**src/rtl/data_memory_initiator.sv**
```systemverilog
// Load/store initiator between a core and a data memory with lane alignment,
// sign/zero extension, misalignment detection and a busy timeout.
module data_memory_initiator #(
  parameter int unsigned TIMEOUT_CYCLES = 255
) (
  input  logic        clk,
  input  logic        RSTB,
  input  logic        req_valid,
  output logic        req_ready,
  input  logic        req_write,
  input  logic [1:0]  req_size,
  input  logic        req_signed,
  input  logic [31:0] req_address,
  input  logic [31:0] req_writeData,
  output logic        rsp_valid,
  output logic [31:0] rsp_readData,
  output logic        rsp_fault,
  output logic        rsp_timeout,
  output logic        rsp_misaligned,
  output logic [31:0] data_memoryAddress,
  output logic [3:0]  data_memoryByteSelect,
  output logic        data_memoryEnable,
  output logic        data_memoryWriteEnable,
  output logic [31:0] data_memoryDataWrite,
  input  logic [31:0] data_memoryDataRead,
  input  logic        data_memoryBusy,
  input  logic        data_memoryAccessFault,
  output logic [1:0]  dbg_state
);

  // Handshake: a request transfers on a rising edge where req_valid and
  // req_ready are both high; rsp_valid is a single-cycle strobe, no back-pressure.

  typedef enum logic [1:0] {
    IDLE    = 2'd0,
    ACCESS  = 2'd1,
    RESPOND = 2'd2
  } state_t;

  localparam logic [15:0] CNT_LAST = 16'(TIMEOUT_CYCLES - 1);

  state_t      state;
  logic [15:0] busy_cnt;
  logic        lat_write;
  logic [1:0]  lat_size;
  logic        lat_signed;
  logic [1:0]  lat_offset;
  logic [29:0] lat_word_addr;
  logic [3:0]  lat_byte_sel;
  logic [31:0] lat_lanes;
  logic        lat_misaligned;
  logic        lat_fault;
  logic        lat_timeout;

  logic        in_misaligned;
  logic [3:0]  in_byte_sel;
  logic [31:0] in_lanes;

  always_comb begin
    in_misaligned = 1'b0;
    in_byte_sel   = 4'b0000;
    in_lanes      = 32'h0;
    case (req_size)
      2'b00: begin
        in_byte_sel = 4'b0001 << req_address[1:0];
        in_lanes    = {24'h0, req_writeData[7:0]} << {req_address[1:0], 3'b000};
      end
      2'b01: begin
        in_misaligned = req_address[0];
        in_byte_sel   = 4'b0011 << req_address[1:0];
        in_lanes      = {16'h0, req_writeData[15:0]} << {req_address[1], 4'b0000};
      end
      2'b10: begin
        in_misaligned = (req_address[1:0] != 2'b00);
        in_byte_sel   = 4'b1111;
        in_lanes      = req_writeData;
      end
      default: in_misaligned = 1'b1;
    endcase
  end

  always_ff @(posedge clk) begin
    if (!RSTB) begin
      state          <= IDLE;
      busy_cnt       <= '0;
      lat_write      <= 1'b0;
      lat_size       <= 2'b00;
      lat_signed     <= 1'b0;
      lat_offset     <= 2'b00;
      lat_word_addr  <= '0;
      lat_byte_sel   <= '0;
      lat_lanes      <= '0;
      lat_misaligned <= 1'b0;
      lat_fault      <= 1'b0;
      lat_timeout    <= 1'b0;
    end else begin
      case (state)
        IDLE: begin
          if (req_valid) begin
            lat_write      <= req_write;
            lat_size       <= req_size;
            lat_signed     <= req_signed;
            lat_offset     <= req_address[1:0];
            lat_word_addr  <= req_address[31:2];
            lat_byte_sel   <= in_byte_sel;
            lat_lanes      <= in_lanes;
            lat_misaligned <= in_misaligned;
            lat_fault      <= 1'b0;
            lat_timeout    <= 1'b0;
            busy_cnt       <= '0;
            state          <= in_misaligned ? RESPOND : ACCESS;
          end
        end
        ACCESS: begin
          if (!data_memoryBusy) begin
            lat_fault <= data_memoryAccessFault;
            state     <= RESPOND;
          end else if (busy_cnt == CNT_LAST) begin
            // This busy cycle is the TIMEOUT_CYCLES-th one: abort.
            lat_fault   <= 1'b1;
            lat_timeout <= 1'b1;
            state       <= RESPOND;
          end else begin
            busy_cnt <= busy_cnt + 16'd1;
          end
        end
        RESPOND: state <= IDLE;
        default: state <= IDLE;
      endcase
    end
  end

  logic        in_access;
  logic        in_respond;
  logic [31:0] shifted;
  logic [31:0] extended;

  assign in_access  = (state == ACCESS);
  assign in_respond = (state == RESPOND);
  assign dbg_state  = state;

  assign shifted = data_memoryDataRead >> {lat_offset, 3'b000};

  always_comb begin
    extended = shifted;
    case (lat_size)
      2'b00: extended = {{24{lat_signed & shifted[7]}}, shifted[7:0]};
      2'b01: extended = {{16{lat_signed & shifted[15]}}, shifted[15:0]};
      default: extended = shifted;
    endcase
  end

  assign req_ready              = (state == IDLE);
  assign data_memoryEnable      = in_access;
  assign data_memoryWriteEnable = in_access & lat_write;
  assign data_memoryAddress     = in_access ? {lat_word_addr, 2'b00} : 32'h0;
  assign data_memoryByteSelect  = in_access ? lat_byte_sel : 4'b0000;
  assign data_memoryDataWrite   = (in_access & lat_write) ? lat_lanes : 32'h0;

  assign rsp_valid      = in_respond;
  assign rsp_fault      = in_respond & lat_fault;
  assign rsp_timeout    = in_respond & lat_timeout;
  assign rsp_misaligned = in_respond & lat_misaligned;
  assign rsp_readData   = (in_respond & ~lat_write & ~lat_misaligned & ~lat_fault)
                          ? extended : 32'h0;

endmodule

```
**config.mk**
```make
export PLATFORM = sky130hd
export DESIGN_NAME = data_memory_initiator
export DESIGN_NICKNAME = d
export VERILOG_FILES = /design/src/rtl/data_memory_initiator.sv
export SDC_FILE = /design/constraint.sdc
export NUM_CORES = 1
export LEC_CHECK = 0
export CAP_MARGIN = 20
export CORE_UTILIZATION = 48
export CTS_BUF_LIST = sky130_fd_sc_hd__clkbuf_8
export DETAILED_ROUTE_END_ITERATION = 8
export PLACE_DENSITY = 0.88
export SLEW_MARGIN = 5
export SYNTH_ARGS = -nofsm -noshare
export SYNTH_HDL_FRONTEND = slang
export SYNTH_SLANG_ARGS = --single-unit
```
**constraint.sdc**
```tcl
create_clock -name clk -period 3.09 [get_ports clk]
set_input_delay 0.618 -clock clk [delete_from_list [all_inputs] [get_ports clk]]
set_output_delay 0.618 -clock clk [all_outputs]
set_load 0.01 [all_outputs]
```
==> metrics.txt, run 1 <==
DR WL/cell around 17 um; fmax 327 MHz; leakage about 3.3 nW; Period minus WS final 3.05 ns; Worst R2R Setup Slack 1.03 ns; global-route wire length before repair about 27000 um; Congestion Overflow GR 0; ys async rst share 0%; Rel. slew slack 59.8%; pwr dens between 300 and 400 nW/um^2; compound-gate portion of the synthesized area 24.7%; crit-path max FO 12; Worst Setup Start Kind primary input; mux contribution to synthesized area 3.64%; ANT nets after route 0; H-tree Lvls 3; Max Slew Vio Count 0; final worst setup slack roughly 0.036 ns; Syn Inst Count 680; drc violations 0; crit end category primary output; Die W 106 um; CTS root buffer clkbuf_8; clock sinks between 90 and 100; Tcrit/Tclk final 98.8%; Synth Area in XOR/XNOR 0.168%; Detailed Route Iter0 Violations 582; clock latency on the worst-skew pair 0.38 ns; commonest non-fill, non-tap cell in the layout clkdlybuf4s50_1; gr usage total 29.7%; Crit Path Category in2out; adder-cell share of the synthesized area 0.479%; via count between 5000 and 6000; Hold Vio Cnt, Final 0; die height 106 um; drt pass-1 iters 5; max-cap check violation count 0; Post-synth top flop dfxtp_1; most frequent cells in the layout 186 x clkdlybuf4s50_1, 133 x nand2_1, 92 x dfxtp_1, 48 x and2_1, 47 x o21ai_0; NumNets Final 969; Port Buf Inserts 211; hold_buf cts 0; Core ar. 10400 um^2; Antenna Cells 0; vias in the first global route about 5500; Clock transition at path regs 0.10 ns; Mapped Area 5220 um^2; CTS buffer count 9; Peak VDD IR 0.276 mV; outcome complete, no violations; distinct cell type count after synthesis 53; Synthesis Warnings 0; # rows 37; main combinational cell family by area after synthesis simple AND/OR/NAND/NOR gates; dpl hpwl ~12000 um; CP arrival around 2.4 ns; Final Skew 0.0141 ns; P&R area growth vs syn 47.9%; routed wire length 17400 um; Mean Syn Cell Area 7.68 um^2; dpl ws -0.0772 ns; die area between 10000 and 15000 um^2; Clock Tree Buf Depth 2; final setup fails 0; Synth Area in Simple Gates around 30%; sequential fraction of the synthesis area 35.6%; utilization after layout about three quarters; initial antenna violation count 0; Starting Density 50.2%; Post-synth EDFFs 0; layout cell share with drive strength beyond 1 around 6.3%; FF+latch count, synth 93; io pins 214; CTS tree built; DR vias/cell between 5 and 6; Slew @ Worst Pin about 0.6 ns; GP Congestion 1.00; required time of the worst setup path between 2 and 2.5 ns; Min-Delay Path Class reg2reg; hold_ws 0.450 ns; largest net degree at the start of global routing 76
[power breakdown]
part | switching [mW] | internal, mW | total, mW
logic | 0.304 | 0.291 | 0.595
clock network | 0.447 | 0.395 | 0.842
registers | 0.0365 | 1.26 | 1.29
[critical path, stage by stage]
cell	delay, ns
clkdlybuf4s50_1	0.47
buf_4	0.12
nand3b_1	0.12
o211ai_1	0.15
o2111ai_1	0.15
buf_4	0.21
nand2_1	0.06
clkdlybuf4s50_1	0.52
[area by class of cell]
cell class	count	area (um^2)
fillers	761	2690
well taps	136	170
inverters	3	11.3
multi-input cells	524	3140
flip-flops and latches	93	1860
repair buffers	231	2350
clock buffers	10	138
clock inverters	6	61.3
[worst paths after layout]
check,from,end,cells after the start
setup / recovery,data_memoryDataRead[31],rsp_readData[31],8
hold / removal,lat_byte_sel[0]$_SDFFE_PN0P_,lat_byte_sel[0]$_SDFFE_PN0P_,2
setup reg to reg,busy_cnt[0]$_SDFFE_PN0P_,busy_cnt[10]$_SDFFE_PN0P_,5
hold reg to reg,lat_byte_sel[0]$_SDFFE_PN0P_,lat_byte_sel[0]$_SDFFE_PN0P_,2
[synthesized netlist by cell type, types with 2 or more instances]
library cell / n / area, um^2
nand3_1: 6 / 30.0
nor4b_1: 3 / 26.3
o21bai_1: 2 / 15.0
a22oi_1: 26 / 195
dfxtp_1: 93 / 1860
nor4_1: 5 / 31.3
a21boi_0: 41 / 308
mux2i_1: 19 / 190
buf_1: 3 / 11.3
a22o_1: 20 / 175
nor2b_1: 16 / 100
and2_1: 48 / 300
nand4_1: 4 / 25.0
o31ai_1: 5 / 37.5
nand3b_1: 3 / 22.5
a211oi_1: 16 / 120
or3b_2: 2 / 17.5
a21oi_1: 17 / 85.1
buf_2: 6 / 30.0
nor2_1: 26 / 97.6
and3_1: 36 / 225
buf_4: 2 / 15.0
nand2_1: 133 / 499
clkbuf_1: 50 / 188
or2_2: 3 / 18.8
o21ai_0: 47 / 235
o211ai_1: 5 / 37.5
and4_1: 2 / 17.5
o21a_1: 3 / 22.5
nor3_1: 9 / 45.0
ha_1: 2 / 25.0
inv_1: 3 / 11.3
or4_1: 4 / 30.0
[state kept, by name, indices dropped and copies added (netlist names), 2 cells and up]
signal / flops
busy_cnt: 16
dbg_state: 2
lat_byte_sel: 4
lat_lanes: 32
lat_offset: 2
lat_size: 2
lat_word_addr: 30
[through the flow]
step	power, mW	instances	TNS (ns)	instance area, um^2
finish	2.73	1003	0	7730
CTS	2.73	1001	-0.718	7640
global route	2.85	1003	-0.0110	7730
detailed placement	1.90	985	-0.0772	7430
global placement	1.88	985	-0.0553	7430
floorplan	1.61	681	0	5230
[routing by layer]
metal | vias up | part of all wire [%] | routed length (um) | global-route usage, %
li1 | 2756 | - | - | -
met5 | - | 0 | 0 | 0
met1 | 2693 | 41 | 7150 | 35.8
met2 | 299 | 47 | 8110 | 49.6
met4 | 0 | 3.0 | 526 | 12.8
met3 | 50 | 9.2 | 1590 | 7.85
[cell families (layout without fill, tap and decap cells)]
logic type / Yosys count / count (layout)
mux: 19 / 19
buf+inv: 64 / 250
compound gates: 189 / 189
other cells: 1 / 2
fa+ha+maj: 2 / 2
flops: 93 / 93
simple gates: 311 / 311
xor+xnor: 1 / 1
[what timing repair did]
item	4_1_cts	5_1_grt
setup buffers	0	1
resized for setup	4	26
setup endpoints to repair	29	30
pin swaps	0	1
No activity file was read; power rests on OpenSTA's default activity.
==> run 2, diff against run 1 <==
--- a/config.mk
+++ b/config.mk
@@ -10,7 +10,7 @@
 export CTS_BUF_LIST = sky130_fd_sc_hd__clkbuf_8
 export DETAILED_ROUTE_END_ITERATION = 8
 export PLACE_DENSITY = 0.88
-export SLEW_MARGIN = 5
+export SLEW_MARGIN = 20
 export SYNTH_ARGS = -nofsm -noshare
 export SYNTH_HDL_FRONTEND = slang
 export SYNTH_SLANG_ARGS = --single-unit
==> run 2 against run 1 <==
Compared with the run above:
- die area is the same
- register-to-register slack is essentially flat
- sequential share of layout area is essentially flat
- largest cell class unchanged
==> metrics.txt, run 2 (synthesis gave the netlist of run 1 again) <==
outcome complete, no violations; io pins 214 (unchanged); Peak VDD IR 0.275 mV (-0.17%); pwr dens 352 nW/um^2 (-0.25%); # rows 37 (unchanged); CP arrival 2.40 ns (-0.04 ns); commonest non-fill, non-tap cell in the layout clkdlybuf4s50_1; Port Buf Inserts 211 (unchanged); die height 106 um (unchanged); H-tree Lvls 3 (unchanged); largest net degree at the start of global routing 76 (unchanged); Max Slew Vio Count 0 (unchanged); Die W 106 um (unchanged); GR Util met1 35.8% (unchanged); Clock transition at path regs 0.09 ns (about the same); largest reg by FF count lat_lanes; area of the multi-input gates 3140 um^2 (about the same); Starting Density 50.2% (unchanged); hold_ws 0.449 ns (-0.000336 ns); worst path cell trace clkdlybuf4s50_1, buf_4, nand3b_1, o211ai_1, o2111ai_1, buf_4, nand2_1, clkdlybuf4s50_1; Hold Vio Cnt, Final 0 (unchanged); gr usage total 29.7% (unchanged); crit end category primary output; utilization after layout 74.1% (-0.13 points); initial antenna violation count 0 (unchanged); GP Congestion 1.00 (unchanged); Antenna Cells 0 (unchanged); slowest CP cell clkdlybuf4s50_1; number of flip-flops in the largest register 32 (unchanged); routed wire length 17300 um (-0.71%); DR vias/cell 5.76 (-0.35%); CTS tree built; GRT busiest layer met2; P&R area growth vs syn 47.7%; Sequential Power Share 47.6% (+0.2 points); final setup fails 0 (unchanged); max-cap check violation count 0 (unchanged); Slew @ Worst Pin 0.600 ns (-0.000696 ns); Min-Delay Path Class reg2reg; DR WL/cell 17.2 um (-0.61%); # fillers 764 (+0.39%); Clock Tree Buf Depth 2 (unchanged); Congestion Overflow GR 0 (unchanged); Sw Pwr 0.779 mW (-1.1%); DP Area 7430 um^2 (unchanged); Tcrit/Tclk final 97.8% (-1.0 points); Final Skew 0.00928 ns (-0.00482 ns); Total Power 2.72 mW (-0.43%); crit-path max FO 12 (unchanged); met3 Use GR 7.85% (unchanged); Period minus WS final 3.02 ns (-0.0323 ns); most frequent cells in the layout 186 x clkdlybuf4s50_1, 133 x nand2_1, 92 x dfxtp_1, 47 x o21ai_0, 47 x and2_1; ANT nets after route 0 (unchanged); CTS root buffer clkbuf_8; NumNets Final 968 (-0.10%); Largest regs lat_lanes (32), lat_word_addr (30), busy_cnt (16); clock latency on the worst-skew pair 0.37 ns (about the same); drc violations 0 (unchanged); clock power share 30.7% (about the same); CTS buffer count 9 (unchanged); hold_buf cts 0 (unchanged); die area 11300 um^2 (unchanged); vias in the first global route 5545 (unchanged); dpl hpwl 12200 um (unchanged); Core ar. 10400 um^2 (unchanged); clock sinks 93 (unchanged); fmax 331 MHz (+1.1%); GR Util met2 49.6% (unchanged); Rel. slew slack 59.8% (about the same); cell area after layout 7710 um^2 (-0.18%); worst path buffer plus inverter count 4 (unchanged); Worst Setup Start Kind primary input; drt pass-1 iters 5 (unchanged); Reg area 1860 um^2 (unchanged); via count 5772 (-0.45%); global-route wire length before repair 26900 um (unchanged); Sw Share 28.6% (-0.20 points); Gate power share 21.7% (about the same); required time of the worst setup path 2.47 ns (about the same); Crit Path Category in2out; CP max stage delay 0.52 ns (about the same); Detailed Route Iter0 Violations 557 (-4.3%); layout cell share with drive strength beyond 1 6.35% (+0.0073 points); CP top delay family buffers and inverters; leakage 3.31 nW (-0.20%); Pint 1.94 mW (-0.15%)
## run 2: what timing repair did
action / in CTS / in global routing
setup buffers: 0 / 1
endpoints found under the setup margin: 29 / 30
gates resized for setup: 4 / 26
pin swaps: 0 / 1
## run 2: path summary, 6_finish.rpt
check,depth (start not counted),slack (ns),endpoint,from
worst max-delay path,8,0.07,rsp_readData[31],data_memoryDataRead[31]
worst min-delay path,2,0.45,lat_byte_sel[0]$_SDFFE_PN0P_,lat_byte_sel[0]$_SDFFE_PN0P_
worst max register to register,5,1.04,busy_cnt[10]$_SDFFE_PN0P_,busy_cnt[0]$_SDFFE_PN0P_
worst min register to register,2,0.45,lat_byte_sel[0]$_SDFFE_PN0P_,lat_byte_sel[0]$_SDFFE_PN0P_
## run 2: layer usage
layer,vias up,share of wire (%)
met4,0,3.1
met2,293,47
met1,2679,41
met5,-,0
li1,2751,-
met3,49,9.1
## run 2: final cells by class
type	count	area share (%)
multi-input cells	524	40.7
repair buffers	230	30.2
flip-flops and latches	93	24.2
well taps	136	2.21
clock buffers	10	1.78
clock inverters	6	0.795
inverters	3	0.146
## run 2: per-stage QoR
step                      std cells  setup slack, ns  TNS [ns]
after global routing           1002          -0.0110   -0.0110
after floorplan                 681            0.611         0
after detailed placement        985          -0.0772   -0.0772
final                          1002           0.0681         0
after global placement          985          -0.0553   -0.0553
after CTS                      1001          -0.0918    -0.718
## run 2: power by group through the flow
stage | Combinational [mW] | Clock [mW] | Sequential, mW
6_report | 0.591 | 0.834 | 1.29
5_1_grt | 0.639 | 0.908 | 1.30
4_1_cts | 0.585 | 0.852 | 1.29
3_5_place_dp | 0.582 | 0 | 1.32
3_3_place_gp | 0.568 | 0 | 1.32
2_1_floorplan | 0.302 | 0 | 1.31
## run 2: worst register-to-register path: cells and delay by family, from the launching register on
kind / cells / cell delay, ns
flops: 1 / 0.46
compound gates: 1 / 0.14
simple gates: 3 / 1.13
fa+ha+maj: 1 / 0.26
==> run 3, diff against run 2 <==
--- a/config.mk
+++ b/config.mk
@@ -5,7 +5,6 @@
 export SDC_FILE = /design/constraint.sdc
 export NUM_CORES = 1
 export LEC_CHECK = 0
-export CAP_MARGIN = 20
 export CORE_UTILIZATION = 48
 export CTS_BUF_LIST = sky130_fd_sc_hd__clkbuf_8
 export DETAILED_ROUTE_END_ITERATION = 8
==> results of run 3 <==
Final layout, timing and power as in run 2 (identical DEF).
